--- src/rtl/seg_pkg.sv ---
// Shared types and constants for the seven-segment scan controller.
// Segment patterns are active-low, packed as {g,f,e,d,c,b,a}.
package seg_pkg;

    localparam logic [6:0] SEG_BLANK = 7'h7F;

    // Bit position of each segment within a pattern
    localparam logic [2:0] SEG_A = 3'd0;
    localparam logic [2:0] SEG_B = 3'd1;
    localparam logic [2:0] SEG_C = 3'd2;
    localparam logic [2:0] SEG_D = 3'd3;
    localparam logic [2:0] SEG_E = 3'd4;
    localparam logic [2:0] SEG_F = 3'd5;
    localparam logic [2:0] SEG_G = 3'd6;

    localparam logic [6:0] HEX2SEG [16] = '{
        7'h40, 7'h79, 7'h24, 7'h30, 7'h19, 7'h12, 7'h02, 7'h78,
        7'h00, 7'h10, 7'h08, 7'h03, 7'h46, 7'h21, 7'h06, 7'h0E
    };

    typedef enum logic {
        GUARD = 1'b0,
        DRIVE = 1'b1
    } scan_state_e;

endpackage

--- src/rtl/seg7_decode.sv ---
// Combinational hex nibble to active-low seven-segment pattern.
module seg7_decode
    import seg_pkg::*;
(
    input  logic [3:0] hex_i,
    output logic [6:0] seg_c_o
);

    logic [6:0] pat_c;

    assign pat_c = HEX2SEG[hex_i];

    // Reassembled from named positions so a board with a different segment wiring only edits the package
    assign seg_c_o = {pat_c[SEG_G], pat_c[SEG_F], pat_c[SEG_E], pat_c[SEG_D],
                      pat_c[SEG_C], pat_c[SEG_B], pat_c[SEG_A]};

endmodule

--- src/rtl/seg_scan_ctrl.sv ---
// Multiplexed scan controller for a common-anode seven-segment display with
// per-slot blanking guard and frame-aligned double-buffered display data.
module seg_scan_ctrl
    import seg_pkg::*;
#(
    parameter int unsigned DIGITS       = 4,
    parameter int unsigned SLOT_CYCLES  = 100000,
    parameter int unsigned GUARD_CYCLES = 1000
) (
    input  logic                  clk,
    input  logic                  rst,
    input  logic                  load,
    input  logic [4*DIGITS-1:0]   value,
    input  logic [DIGITS-1:0]     blank_mask,
    input  logic [DIGITS-1:0]     dp_mask,
    output logic [DIGITS-1:0]     an,
    output logic [6:0]            seg,
    output logic                  dp,
    output logic                  frame_done,
    output logic                  applied
);

    localparam int unsigned VAL_W = 4 * DIGITS;
    localparam int unsigned IDX_W = (DIGITS > 1) ? $clog2(DIGITS) : 1;
    localparam int unsigned CNT_W = 32;

    scan_state_e        state_q, state_d;
    logic [IDX_W-1:0]   idx_q, idx_d;
    logic [CNT_W-1:0]   cnt_q, cnt_d;

    logic [VAL_W-1:0]   shadow_val_q, shadow_val_d;
    logic [DIGITS-1:0]  shadow_blank_q, shadow_blank_d;
    logic [DIGITS-1:0]  shadow_dp_q, shadow_dp_d;
    logic [VAL_W-1:0]   pend_val_q, pend_val_d;
    logic [DIGITS-1:0]  pend_blank_q, pend_blank_d;
    logic [DIGITS-1:0]  pend_dp_q, pend_dp_d;
    logic               pending_q, pending_d;

    logic [DIGITS-1:0]  an_q, an_d;
    logic [6:0]         seg_q, seg_d;
    logic               dp_q, dp_d;
    logic               frame_done_q, frame_done_d;
    logic               applied_q, applied_d;

    logic               boundary_c;
    logic [3:0]         nib_c;
    logic [6:0]         dec_c;

    // Decoder sees next-state data so the registered segments align with the anodes
    assign nib_c = 4'(shadow_val_d >> {idx_d, 2'b00});

    seg7_decode u_dec (
        .hex_i   (nib_c),
        .seg_c_o (dec_c)
    );

    // Slot sequencing
    always_comb begin
        state_d    = state_q;
        idx_d      = idx_q;
        cnt_d      = cnt_q + CNT_W'(1);
        boundary_c = 1'b0;
        case (state_q)
            GUARD: begin
                if (cnt_q == CNT_W'(GUARD_CYCLES - 1)) begin
                    state_d = DRIVE;
                end
            end
            DRIVE: begin
                if (cnt_q == CNT_W'(SLOT_CYCLES - 1)) begin
                    cnt_d   = '0;
                    state_d = GUARD;
                    if (idx_q == IDX_W'(DIGITS - 1)) begin
                        idx_d      = '0;
                        boundary_c = 1'b1;
                    end else begin
                        idx_d = idx_q + IDX_W'(1);
                    end
                end
            end
            default: begin
                state_d = GUARD;
            end
        endcase
    end

    // Pending buffer and shadow update; a load on the boundary edge bypasses the buffer
    always_comb begin
        shadow_val_d   = shadow_val_q;
        shadow_blank_d = shadow_blank_q;
        shadow_dp_d    = shadow_dp_q;
        pend_val_d     = pend_val_q;
        pend_blank_d   = pend_blank_q;
        pend_dp_d      = pend_dp_q;
        pending_d      = pending_q;
        applied_d      = 1'b0;
        frame_done_d   = boundary_c;
        if (boundary_c) begin
            if (load) begin
                shadow_val_d   = value;
                shadow_blank_d = blank_mask;
                shadow_dp_d    = dp_mask;
                pending_d      = 1'b0;
                applied_d      = 1'b1;
            end else if (pending_q) begin
                shadow_val_d   = pend_val_q;
                shadow_blank_d = pend_blank_q;
                shadow_dp_d    = pend_dp_q;
                pending_d      = 1'b0;
                applied_d      = 1'b1;
            end
        end else if (load) begin
            pend_val_d   = value;
            pend_blank_d = blank_mask;
            pend_dp_d    = dp_mask;
            pending_d    = 1'b1;
        end
    end

    // Display outputs from next state
    always_comb begin
        an_d  = '1;
        seg_d = SEG_BLANK;
        dp_d  = 1'b1;
        if (state_d == DRIVE) begin
            if (!1'(shadow_blank_d >> idx_d)) begin
                an_d = ~(DIGITS'(1) << idx_d);
            end
            seg_d = dec_c;
            dp_d  = ~1'(shadow_dp_d >> idx_d);
        end
    end

    always_ff @(posedge clk or negedge rst) begin
        if (!rst) begin
            state_q        <= GUARD;
            idx_q          <= '0;
            cnt_q          <= '0;
            shadow_val_q   <= '0;
            shadow_blank_q <= '0;
            shadow_dp_q    <= '0;
            pend_val_q     <= '0;
            pend_blank_q   <= '0;
            pend_dp_q      <= '0;
            pending_q      <= 1'b0;
            an_q           <= '1;
            seg_q          <= SEG_BLANK;
            dp_q           <= 1'b1;
            frame_done_q   <= 1'b0;
            applied_q      <= 1'b0;
        end else begin
            state_q        <= state_d;
            idx_q          <= idx_d;
            cnt_q          <= cnt_d;
            shadow_val_q   <= shadow_val_d;
            shadow_blank_q <= shadow_blank_d;
            shadow_dp_q    <= shadow_dp_d;
            pend_val_q     <= pend_val_d;
            pend_blank_q   <= pend_blank_d;
            pend_dp_q      <= pend_dp_d;
            pending_q      <= pending_d;
            an_q           <= an_d;
            seg_q          <= seg_d;
            dp_q           <= dp_d;
            frame_done_q   <= frame_done_d;
            applied_q      <= applied_d;
        end
    end

    assign an         = an_q;
    assign seg        = seg_q;
    assign dp         = dp_q;
    assign frame_done = frame_done_q;
    assign applied    = applied_q;

endmodule

--- config.mk ---
export PLATFORM = sky130hd
export DESIGN_NAME = seg_scan_ctrl
export DESIGN_NICKNAME = d
export VERILOG_FILES = /design/src/rtl/seg_pkg.sv /design/src/rtl/seg7_decode.sv /design/src/rtl/seg_scan_ctrl.sv
export SDC_FILE = /design/constraint.sdc
export NUM_CORES = 1
export LEC_CHECK = 0
export CORE_MARGIN = 10
export CORE_UTILIZATION = 55
export DETAILED_ROUTE_END_ITERATION = 7
export GPL_ROUTABILITY_DRIVEN = 0
export PLACE_DENSITY = 0.81
export SETUP_SLACK_MARGIN = 0.1
export SLEW_MARGIN = 5
export SYNTH_ARGS = -nofsm -noshare
export SYNTH_HDL_FRONTEND = slang
export SYNTH_SLANG_ARGS = --single-unit
export TNS_END_PERCENT = 20
--- constraint.sdc ---
create_clock -name clk -period 6.8 [get_ports clk]
set_input_delay 2.04 -clock clk [delete_from_list [all_inputs] [get_ports clk]]
set_output_delay 2.04 -clock clk [all_outputs]
set_load 0.05 [all_outputs]
## Word-level counts from Yosys, hierarchy flattened

Memory sizes are Yosys's and may differ from the RTL's.
Cells that the tools add are included.

| word-level totals | value |
|---|---|
| output and inout bits | 14 |
| latch bits | 0 |
| memories | 1 |
| flip-flop bits (word level) | 98 |
| bits in read-only memories | 112 |
| word-level logic and storage cells | 64 |
| bits in writable memories | 0 |

Memories:

| memory | depth | bits a word | rd ports | clocked after Yosys merged registers in | wr ports | RTL line | RTL |
|---|---|---|---|---|---|---|---|
| (name not given) | 16 | 7 | 1 | 0 | 0 | seg7_decode.sv:11 | `assign pat_c = HEX2SEG[hex_i];` |

| cells by class | value |
|---|---|
| reduce and logical (&&, ||, !) cells | 2 |
| eq/ne operators | 3 |
| shift operators | 4 |
| muxes and demuxes | 31 |
| bitwise gates (word level) | 5 |
| multipliers | 0 |
| order comparisons | 1 |
| div/mod/pow operators | 0 |
| add/subtract/negate cells | 2 |

Operators by type and width:

| operator | count |
|---|---|
| $mux W32 | 2 |
| $mux W16 | 3 |
| $add A32 B1 Y32 const B | 1 |
| $eq A32 B10 Y1 const B | 1 |
| $eq A32 B17 Y1 const B | 1 |
| $mux W4 | 8 |
| $mux W7 | 3 |
| $shr A16 B4 Y4 | 1 |
| $mux W1 | 11 |
| $shr A4 B2 Y1 | 2 |
| $mux W2 | 3 |
| $ge A5 B5 Y1 const B | 1 |
| $not A4 Y5 | 1 |
| $not A4 Y4 | 1 |
| $shl A1 B2 Y4 const A | 1 |
| $not A1 Y1 | 3 |
| $add A2 B1 Y2 const B | 1 |
| $eq A2 B2 Y1 const B | 1 |
| $pmux W1 S2 | 1 |
| $reduce_and A2 Y1 | 1 |
| $reduce_bool A2 Y1 | 1 |

## Logic depth before layout (Yosys ltp)

| depth | value |
|---|---|
| depth in word-level cells | 11 |
| gate-level depth with buffers | 15 |
| mapped depth without buffers | 14 |

## Cells and area by module

Synthesis repeated with hierarchy kept, for this count alone.

| unflattened totals | value |
|---|---|
| cells, all modules | 397 |
| area total of the unflattened synthesis | 4625.7 µm² |

Modules (own cells, without submodules):

| module | area each (µm²) | cells each | instances |
|---|---|---|---|
| seg_scan_ctrl | 4369.2 | 361 | 1 |
| seg7_decode | 256.5 | 36 | 1 |

## Least setup slack after synthesis

No wires, ideal clock.

| timing | value |
|---|---|
| path kind | input to register |
| start | input load |
| end | register seg_q[2] (netlist: seg[2]) |
| buffers on the path | 2 |
| data arrival time | 4111 ps |
| stages | 11 |
| data required time | 6717 ps |
| library setup time | 83 ps |
| path slack | 2606 ps |
| path through | clkbuf_1 -> nor2b_1 -> clkbuf_1 -> a22oi_1 -> o2bb2ai_1 -> mux2i_1 -> mux2i_1 -> inv_1 -> ha_1 -> nor2b_1 -> a221o_1 |

| between the ends | value |
|---|---|
| longest elaborated chain between the ends | 8 |

RTL lines:

| element | RTL line | RTL |
|---|---|---|
| start, declared | seg_scan_ctrl.sv:12 | `input logic load,` |
| $mux W16 | seg_scan_ctrl.sv:99 | `if (load) begin` |
| $mux W16 | seg_scan_ctrl.sv:98 | `if (boundary_c) begin` |
| named net shadow_val_d[0] | seg_scan_ctrl.sv:31 | `logic [VAL_W-1:0] shadow_val_q, shadow_val_d;` |
| $shr A16 B4 Y4 | seg_scan_ctrl.sv:50 | `assign nib_c = 4'(shadow_val_d >> {idx_d, 2'b00});` |
| $not A4 Y5 (implied by the code) | seg7_decode.sv:11 |  |
| $mem_v2 Z16 W7 | -- |  |
| $mux W7 (implied by the code) (2 in a row) | seg7_decode.sv:11 |  |
| $mux W7 | seg_scan_ctrl.sv:125 | `if (state_d == DRIVE) begin` |
| named net seg_d[2] | seg_scan_ctrl.sv:40 | `logic [6:0] seg_q, seg_d;` |
| end signal, assigned | seg_scan_ctrl.sv:163 | `seg_q <= seg_d;` |
| end, declared | seg_scan_ctrl.sv:40 |  |

The timed path passes the listed nets, and every way through them passes these cells. The select of a mux whose other input is x is not followed.
A chain may end at the register's enable or synchronous reset.

## Worst setup path after layout

| timing | value |
|---|---|
| start | input load |
| end | register seg_q[3] (netlist: seg[3]) |

Same word-level chain as after synthesis.

==> flow_metrics.py <==
metrics = {
    "status": {
        "outcome": "complete, no violations",
    },
    "global_route": {
        "gr-total-overflow": 0,
        "grt_antenna_before_repair": 0,
        "grt_use_met1": 0.196,
        "grt_pass1_vias": 3302,
        "grt_use_total": 0.155,
        "use_met3": 0.0303,
        "use_met2": 0.252,
        "grt-busiest-layer": "met2",
        "grt_max_degree": 59,
        "grt_pass1_wl_um": 16300,
    },
    "setup_path": {
        "r2r_slack_ns": 2.61,
        "reg2reg_depth": 13,
        "crit_path_end_kind": "flop",
        "crit_fanout": 22,
        "cp-start-kind": "primary input",
        "crit_type": "in2reg",
        "rr_endpoint": "seg[3]$_DFF_PN1_",
        "arrival_ns": 5.16,
        "r2r_start": "cnt_q[0]$_DFF_PN0_",
        "cp.required_ns": 7.06,
    },
    "yosys": {
        "yosys.cell_types.count": 53,
        "synth_nets": 432,
        "synth-async-reset-ratio": 1.00,
        "avgSynthCellArea_um2": 11.5,
        "syn-instance-count": 397,
        "ys_warn_count": 0,
        "synth_ff_type": "dfrtp_1",
        "netlist_area_um2": 4580,
        "synth.top_cells.by_area": "dfrtp_1 (47%), dfstp_2 (6.9%), mux2_2 (6.4%), xnor2_1 (3.3%), nand2_1 (2.9%)",
        "synth-edff-count": 0,
        "synth_seq_cells": 98,
        "synth_top_area_cell": "dfrtp_1",
        "synth_top_area_share": 0.470,
        "ys_seq_area_frac": 0.539,
    },
    "power": {
        "cellInternalPower_mw": 0.884,
        "power_mw": 1.13,
        "power_frac_comb": 0.069,
        "powerDensity_nw_per_um2": 213,
        "vdd_drop_max_uv": 105,
        "switching_share": 0.214,
        "power.leakage_nw": 2.32,
        "p_switching_mw": 0.241,
        "power_frac_seq": 0.542,
        "power.share.clock": 0.389,
    },
    "timing": {
        "slew_headroom": 0.260,
        "report.final.slew_viol_count": 0,
        "rsz0062_at_grt": "false",
        "max_slew.worst_pin.slew_ns": 1.11,
        "timing.fmax_mhz": 204,
        "fin_skew_ns": 0.0116,
        "finalHoldViolCount": 0,
        "whs_ns": 0.497,
        "fin_crit_ns": 4.91,
        "setup_violations": 0,
        "setup_tns_ns": 0,
        "worst_slack_ns": 1.89,
        "fin_crit_sh": 0.721,
    },
    "cts": {
        "cts_resized": 0,
        "cts-hold-fix-buffers": 0,
        "cts_setup_buffers": 0,
        "path_clk_slew_ns": 0.09,
        "cts-root-buf": "clkbuf_8",
        "cts-buffers-inserted": 9,
        "cts_tree": "done",
        "cts_max_level": 3,
        "clockBufferDepth": 2,
        "cts.sinks": 98,
        "clk-insertion-delay-late_ns": 0.36,
    },
    "layout": {
        "drive_gt1_frac": 0.160,
        "final_cells": 548,
        "final_common_cell": "dfrtp_1",
        "regArea_um2": 2470,
        "final_util": 0.647,
        "final_area_um2": 5290,
        "fillCellCount": 622,
        "nets": 473,
        "multi_input_area_um2": 1980,
        "area_growth_pct": 15.6,
        "layout_common_cells": "dfrtp_1 (86), clkdlybuf4s50_1 (39), nand2_1 (35)",
        "antennaDiodeCount": 0,
    },
    "routing": {
        "firstDrtPassIters": 4,
        "drc": 0,
        "drtIter0Drc": 185,
        "wl_per_cell_um": 17.4,
        "avgViaCountPerCell": 5.85,
        "totalWireLength_um": 9530,
        "vias": 3205,
        "ant_nets": 0,
    },
    "floorplan": {
        "rows": 33,
        "ios": 41,
        "start_util": 0.560,
        "fp.dieW_um": 111,
        "core_area_um2": 8180,
        "die_y_um": 111,
        "die_area_um2": 12400,
    },
    "placement": {
        "port_buffers": 40,
        "dpl.hpwl_um": 6630,
        "dp.cells": 532,
        "place_area_um2": 5050,
        "place_ws_ns": 1.58,
    },
    "hold_path": {
        "min-delay-start": "cnt_q[31]$_DFF_PN0_",
        "min_to": "cnt_q[31]$_DFF_PN0_",
        "hp-class": "reg2reg",
        "hold_depth": 1,
    },
    "flow_run": {
        "maxCapViolCount": 0,
    },
}
synthesized netlist by cell type, types with 9 or more instances:
cell / instances
nand2_1: 35
dfstp_2: 12
inv_1: 10
xor2_1: 12
dfrtp_1: 86
and3_1: 9
nor2_1: 31
o21ai_0: 12
mux2i_1: 12
xnor2_1: 17
mux2_2: 26
a22oi_1: 13
nand3_1: 13
per-layer routing:
| metal | wire (µm) | up-vias |
|---|---|---|
| li1 | - | 1509 |
| met1 | 4380 | 1613 |
| met2 | 4640 | 65 |
| met3 | 326 | 18 |
| met4 | 181 | 0 |
| met5 | 0 | - |
power by group through the flow:
stage | sequential [mW] | clock, mW | combinational, mW
finish | 0.610 | 0.438 | 0.0775
global route | 0.612 | 0.476 | 0.0857
CTS | 0.609 | 0.448 | 0.0782
detailed placement | 0.621 | 0 | 0.0780
global placement | 0.620 | 0 | 0.0748
floorplan | 0.618 | 0 | 0.0397
cells by family after synthesis:
logic type,after synthesis,synth area share
AOI/OAI and AO/OA,72,0.119
muxes,39,0.0935
buffers and inverters,26,0.0292
and+or+nand+nor,124,0.138
xor gates and xnor gates,30,0.0590
adders and majority gates,8,0.0219
DFF,98,0.539
worst max path at each step:
stage                     start          endpoint  cells past startpoint
after floorplan            load  seg[2]$_DFF_PN1_                     11
after global placement     load  seg[3]$_DFF_PN1_                     13
after detailed placement   load  seg[3]$_DFF_PN1_                     13
after CTS                  load  seg[3]$_DFF_PN1_                     13
after global routing       load  seg[3]$_DFF_PN1_                     12
final                      load  seg[3]$_DFF_PN1_                     13
area by class of cell:
class / count / area share
well taps: 105 / 0.0248
repair buffers: 42 / 0.0781
flip-flops and latches: 98 / 0.466
inverters: 14 / 0.0123
clock inverters: 5 / 0.0199
multi-input cells: 273 / 0.374
clock buffers: 11 / 0.0248
flip-flops by register name, indices dropped and copies added (netlist names):
| signal | count |
|---|---|
| shadow_dp_q | 4 |
| applied | 1 |
| seg | 7 |
| idx_q | 2 |
| state_q | 1 |
| cnt_q | 32 |
| an | 4 |
| pend_blank_q | 4 |
| pending_q | 1 |
| frame_done | 1 |
| pend_val_q | 16 |
| shadow_val_q | 16 |
| dp | 1 |
| pend_dp_q | 4 |
| shadow_blank_q | 4 |
worst max-delay path, stage by stage:
cell             delay (ns)
clkdlybuf4s50_1        0.40
buf_4                  0.21
nor2b_1                0.76
a22oi_1                0.22
o2bb2ai_1              0.25
nor2_1                 0.05
or3_1                  0.34
o21ai_2                0.13
inv_1                  0.13
ha_1                   0.32
nand2_1                0.06
o211ai_1               0.12
o211ai_1               0.11
Power figures use the tool's default switching activity.
